[config.mk]
export PLATFORM = sky130hd
export DESIGN_NAME = sm3_msg_seq
export DESIGN_NICKNAME = d
export VERILOG_FILES = /design/src/rtl/sm3_pkg.sv /design/src/rtl/sm3_msg_seq.sv
export SDC_FILE = /design/constraint.sdc
export NUM_CORES = 2
export LEC_CHECK = 0
export BUFFER_PORTS_ARGS = -buffer_cell sky130_fd_sc_hd__buf_2
export CAP_MARGIN = 20
export CORE_AREA = 2 2 712 714
export DETAILED_ROUTE_END_ITERATION = 10
export DIE_AREA = 0 0 714 716
export PLACE_DENSITY = 0.3
export SYNTH_ARGS = -nofsm -noshare
export SYNTH_HDL_FRONTEND = slang
export SYNTH_SLANG_ARGS = --single-unit
[constraint.sdc]
create_clock -name i_clk -period 2.22 [get_ports i_clk]
set_clock_uncertainty 0.15 [all_clocks]
set_input_delay 0.333 -clock i_clk [delete_from_list [all_inputs] [get_ports i_clk]]
set_output_delay 0.333 -clock i_clk [all_outputs]
set_load 0.01 [all_outputs]
[src/rtl/sm3_pkg.sv]
// Shared SM3 constants and the message sequencer state encoding.
// Imported by the sequencer and its surroundings.
package sm3_pkg;

  localparam int BLK_W = 512;
  localparam int DIG_W = 256;

  localparam logic [DIG_W-1:0] SM3_IV =
    256'h7380166f_4914b2b9_172442d7_da8a0600_a96f30bc_163138aa_e38dee4d_b0fb0e4e;

  typedef enum logic [1:0] {
    ST_IDLE  = 2'd0,
    ST_START = 2'd1,
    ST_WAIT  = 2'd2,
    ST_OUT   = 2'd3
  } seq_state_e;

endpackage

[src/rtl/sm3_msg_seq.sv]
// Multi-block SM3 message sequencer: feeds blocks and chaining values to an
// external compression core and returns the final digest on a valid/ready port.
module sm3_msg_seq
  import sm3_pkg::*;
#(
  parameter int TIMEOUT = 1024,
  parameter int CNT_W   = 16
) (
  input  logic              i_clk,
  input  logic              i_rst,
  input  logic              i_blk_valid,
  output logic              o_blk_ready,
  input  logic [BLK_W-1:0]  i_blk_data,
  input  logic              i_blk_last,
  output logic              o_hash_valid,
  input  logic              i_hash_ready,
  output logic [DIG_W-1:0]  o_hash,
  output logic              o_core_start,
  output logic [BLK_W-1:0]  o_core_data,
  output logic [DIG_W-1:0]  o_core_vin,
  input  logic [DIG_W-1:0]  i_core_vout,
  input  logic              i_core_done,
  output logic              o_busy,
  output logic [CNT_W-1:0]  o_blk_cnt,
  output logic              o_err
);

  localparam int WD_W = (TIMEOUT > 1) ? $clog2(TIMEOUT) : 1;
  localparam logic [WD_W-1:0] WD_MAX = WD_W'(TIMEOUT - 1);

  seq_state_e        state;
  seq_state_e        state_nxt;
  logic              first;
  logic              last;
  logic [DIG_W-1:0]  chain;
  logic [WD_W-1:0]   wdog;
  logic              accept;
  logic              done_ok;
  logic              timeout;
  logic              hash_take;

  // Next-state decode and per-state events
  always_comb begin
    state_nxt = state;
    accept    = 1'b0;
    done_ok   = 1'b0;
    timeout   = 1'b0;
    hash_take = 1'b0;
    case (state)
      ST_IDLE: begin
        accept = i_blk_valid & o_blk_ready;
        if (accept) state_nxt = ST_START;
        else        state_nxt = ST_IDLE;
      end
      ST_START: state_nxt = ST_WAIT;
      ST_WAIT: begin
        if (i_core_done) begin
          done_ok   = 1'b1;
          state_nxt = last ? ST_OUT : ST_IDLE;
        end else if (wdog == WD_MAX) begin
          timeout   = 1'b1;
          state_nxt = ST_IDLE;
        end else begin
          state_nxt = ST_WAIT;
        end
      end
      ST_OUT: begin
        hash_take = i_hash_ready;
        if (i_hash_ready) state_nxt = ST_IDLE;
        else              state_nxt = ST_OUT;
      end
      default: state_nxt = ST_IDLE;
    endcase
  end

  // State register and handshake/status flags, decoded from the next state
  // so they line up with the state they describe
  always_ff @(posedge i_clk) begin
    if (i_rst) begin
      state        <= ST_IDLE;
      o_blk_ready  <= 1'b0;
      o_core_start <= 1'b0;
      o_hash_valid <= 1'b0;
      o_busy       <= 1'b0;
      wdog         <= '0;
    end else begin
      state        <= state_nxt;
      o_blk_ready  <= (state_nxt == ST_IDLE);
      o_core_start <= (state_nxt == ST_START);
      o_hash_valid <= (state_nxt == ST_OUT);
      o_busy       <= (state_nxt != ST_IDLE);
      wdog         <= (state == ST_WAIT) ? wdog + WD_W'(1) : '0;
    end
  end

  // Block capture, chaining, digest and message bookkeeping
  always_ff @(posedge i_clk) begin
    if (i_rst) begin
      first       <= 1'b1;
      last        <= 1'b0;
      chain       <= '0;
      o_hash      <= '0;
      o_core_data <= '0;
      o_core_vin  <= '0;
      o_blk_cnt   <= '0;
      o_err       <= 1'b0;
    end else begin
      if (accept) begin
        o_core_data <= i_blk_data;
        o_core_vin  <= first ? SM3_IV : chain;
        last        <= i_blk_last;
      end
      if (done_ok) begin
        chain <= i_core_vout;
        if (o_blk_cnt != {CNT_W{1'b1}}) o_blk_cnt <= o_blk_cnt + CNT_W'(1);
        if (last) o_hash <= i_core_vout;
        else      first  <= 1'b0;
      end
      // A timed-out message is abandoned; the next block starts a new one
      if (timeout) begin
        o_err     <= 1'b1;
        first     <= 1'b1;
        o_blk_cnt <= '0;
      end
      if (hash_take) begin
        first     <= 1'b1;
        o_blk_cnt <= '0;
      end
    end
  end

endmodule
# Word level (Yosys, flattened, before mapping)
# Cells that the tools add are included.
# Widths: inputs -> output; s select.
# totals
register_bits,1315
input_bits,774
out_inout_bits,1045
wordCells,48
# op_classes
n_addsub,2
eq_ne,7
n_mux,14
n_bitwise,3
reduce_logical,8
# op_table
cell,count
$mux 256,1
$add 16x1->16 const B,1
$ne 16x16->1 const B,1
$add 10x1->10 const B,1
$eq 10x10->1 const B,1
$mux 1,8
$mux 2,4
$pmux 2 s4,1
$eq 2x2->1 const B,3
$reduce_and 2->1,3
$eq 2x1->1 const B,2
$logic_not 2->1,2
$reduce_or 3->1,1
$not 1->1,2
$reduce_bool 2->1,1
$reduce_or 2->1,1
$and 1x1->1,1

# Logic depth before layout (Yosys ltp)
# logic_depth
depth_word,5
ltp_mapped,8
depth_no_buf,5

# Worst setup path before layout
# OpenSTA, ideal clock, no wires.
# synth_path
path_kind,flip-flop to flip-flop
from,register wdog[0]
to,register o_blk_cnt[14]
setup_time_ps,130
arrival_ps,1757
t_required_ps,1940
slack_ps,184
stages_incl_launch_ff,7
n_path_buf,1
period_less_slack_ps,2036
cell_sequence,dfxtp_1 ha_1 nand3_2 or4b_4 o311ai_4 buf_6 a21oi_1
# synth_via
elab_chain_cells,5
# synth_lines
element,line,text
from (decl),sm3_msg_seq.sv:36,logic [WD_W-1:0] wdog;
from (signal assigned),sm3_msg_seq.sv:92,wdog <= (state == ST_WAIT) ? wdog + WD_W'(1) : '0;
$eq 10x10->1,sm3_msg_seq.sv:60,end else if (wdog == WD_MAX) begin
$mux 1,sm3_msg_seq.sv:60,
$mux 1,sm3_msg_seq.sv:57,if (i_core_done) begin
$mux 1,sm3_msg_seq.sv:49,case (state)
$reduce_or 3->1 (no source line),--,
to (signal assigned),sm3_msg_seq.sv:115,if (o_blk_cnt != {CNT_W{1'b1}}) o_blk_cnt <= o_blk_cnt + CNT_W'(1);
to (decl),sm3_msg_seq.sv:24,"output logic [CNT_W-1:0] o_blk_cnt,"
# No other way between the ends.
# A chain may end at the register's enable or synchronous reset.

# Worst setup path in the final report
# layout_path
from,register o_core_vin[233]
to,output o_core_vin[233]
# layout_lines
element,line,text
from (decl),sm3_msg_seq.sv:20,"output logic [DIG_W-1:0] o_core_vin,"
from (signal assigned),sm3_msg_seq.sv:110,o_core_vin <= first ? SM3_IV : chain;
# No word-level cell between the ends.

==> results.yml <==
place:
  portBuffers: 1818
  gp_congestion: 0.9755
  dp_hpwl_microns: 326900
  dpl_cell_area_sq_um: 64240
cts:
  cts_buffers: 180
  root_buffer: "clkbuf_16"
  worstSkewPairLatency_ps: 850
  tritoncts: "yes"
  cts_setup_buffers: 0
  clk_pin_slew_ps: 60
  clock_path_buffers: 4
  htree_levels: 4
  cts_sinks: 1315
worst_hold_path:
  worstHoldEndpoint: "chain[96]"
  min_path_cells: 4
  worstHoldStart: "i_core_vout[96]"
  hp-class: "input port to register"
grt:
  grt_max_degree: 94
  grt_pass1_vias: 50600
  gr-usage-all-layers: 0.1472
  antenna_found_initial: 117
  overflow: 0
  grt_pass1_wl_microns: 508400
floorplanning:
  core_region_area_sq_um: 503600
  dieArea_sq_um: 511200
  io_pins: 1819
  num_rows: 261
  start_util: 0.09088
  chipHeight_microns: 716
  die_x_microns: 714
synthesis:
  synth_warnings: 0
  synth_area_per_cell_sq_um: 7.944
  synthCells: 5761
  yosys-top-cells-count: "2200 x nand2_1, 1315 x dfxtp_1, 1180 x a21oi_1, 307 x clkbuf_1, 244 x nor3_1"
  synth_cell_type_count: 38
  yosysSeqAreaShare: 0.5752
  synth_most_common_cell: "nand2_1"
  synth_area_leaders: "dfxtp_1 58%, nand2_1 18%, a21oi_1 13%"
  synth_edf_count: 0
  async_flop_share: 0
  synth_top_cell_area_share: 0.5752
  synth_nets: 6537
  yosysTopAreaCell: "dfxtp_1"
  syn-cell-area_sq_um: 45770
  synth_top_flop_cell: "dfxtp_1"
  ys_ff_latch: 1315
critical_path:
  critPathRequiredTime_ps: 1740
  r2r_end: "o_core_start"
  cpMaxStageDelayCell: "dfxtp_1"
  end_kind: "primary output"
  r2r.worst_path.cells: 8
  worst-setup-path-type: "register to primary output"
  r2r_setup_slack_ps: 170
  cp_num_buf_inv: 1
  cp-start-kind: "register"
  worstPathMaxFanout: 2
  path_delay_family: "flip-flops"
  reg2reg_from: "wdog[0]"
  slowest_delay_ps: 560
  arrival_ps: 1660
  crit_chain: "buf_2"
sta:
  setup_tns_ps: 0
  worst_pin_slew_ps: 705.1
  fin_crit_ps: 2143
  finalHoldViolCount: 0
  fmax_mhz: 466.7
  fin_crit_sh: 0.9652
  rsz0062_at_grt: "false"
  setup_violations: 0
  slew_violations: 0
  relSlewSlack: 0.5284
  fin_hold_ws_ps: 99.94
final_layout:
  drive_gt1_frac: 0.2765
  syn_to_final_growth_pct: 71.52
  nets: 9110
  final_area_sq_um: 78500
detailed_routing:
  dr.pass1.iters: 5
  wl_per_cell_microns: 26.03
  wl_microns: 396300
  vias: 51270
  routed_via_density: 3.368
  dr.first_iter.drc_count: 3140
  ant_nets: 0
  drc: 0
run:
  max_cap_viol_count: 0
pwr:
  p_leak_nw: 30.63
  pwr_density_cell_nw_per_um2: 805.2
  ir_drop_v: 0.0005963
status:
  status: "finished, final reports clean"
==> layout make-up <==
class	instances	area, sq um
Antenna cell	43	107.6
Clock buffer	277	5391
Clock inverter	47	669.4
Fill cell	57870	425100
Inverter	6	22.52
Multi-Input combinational cell	3980	17560
Sequential cell	1315	26340
Tap cell	6706	8391
Timing Repair Buffer	2851	20010
==> repair_timing <==
item	4_1_cts	5_1_grt
hold buffers	802	0
setup endpoints to repair	25	7
resized for setup	26	3
endpoints found under the hold margin	1177	0
==> placed cells by master, fill, tap and decap left out, drive strengths merged, types with 10 or more instances in the layout <==
cell type    Yosys  final
nand2         2200   2200
buf            153   2048
dfxtp         1315   1315
a21oi         1180   1180
dlygate4sd3      0    802
clkbuf         307    278
nor3           244    244
nand3b         139    139
nor2           135    135
diode            0     43
clkinv           0     24
inv              6     16
nand3           12     12
bufinv           0     10
==> per-stage QoR <==
| step | cells | power (mW) | setup slack (ps) | utilization |
|---|---|---|---|---|
| 6_report | 15230 | 63.21 | 77.18 | 0.1559 |
| 2_1_floorplan | 5761 | 27.42 | 183.7 | - |
| 5_1_grt | 15190 | 65.75 | 1.147 | 0.1557 |
| 3_5_place_dp | 14060 | 31.78 | 133.9 | 0.1276 |
| 4_1_cts | 15180 | 64.54 | 2.263 | 0.1557 |
| 3_3_place_gp | 14060 | 31.80 | 125.2 | 0.1276 |
==> how the worst max path moves through the flow <==
stage                startpoint                to  slack, ps  cells past startpoint
6_report        o_core_vin[233]   o_core_vin[233]         80                      1
5_1_grt        o_core_data[207]  o_core_data[207]          1                      1
4_1_cts              o_hash[96]        o_hash[96]          2                      1
3_5_place_dp           state[1]   o_core_vin[166]        130                      7
3_3_place_gp            wdog[0]      o_core_start        130                      8
2_1_floorplan           wdog[0]     o_blk_cnt[14]        180                      6
==> state kept, by name, indices dropped and copies added (netlist names), 2 cells and up <==
register     cells
wdog            10
chain          256
o_core_vin     256
o_hash         256
o_blk_cnt       16
state            2
o_core_data    512
==> logic make-up (layout without fill, tap and decap cells) <==
logic type,after synthesis,in the layout,share of synthesized area
simple gates,2768,2768,0.2484
compound gates,1204,1204,0.1330
fa+ha+maj,2,2,0.0005467
other cells,0,43,0
buf+inv,466,3181,0.04172
xor+xnor,6,6,0.001148
flops,1315,1315,0.5752
==> where the power goes <==
group / switching (mW) / internal, mW / total [mW]
clock: 12.7 / 17.9 / 30.7
sequential: 0.458 / 24.4 / 24.8
combinational: 4.88 / 2.84 / 7.72
==> layer usage <==
layer / routed length (microns) / global-route usage
met5: 283 / 0
met4: 14070 / 0.04747
met3: 40830 / 0.06214
met2: 169000 / 0.2235
met1: 172100 / 0.1870
Power figures use the tool's default switching activity.
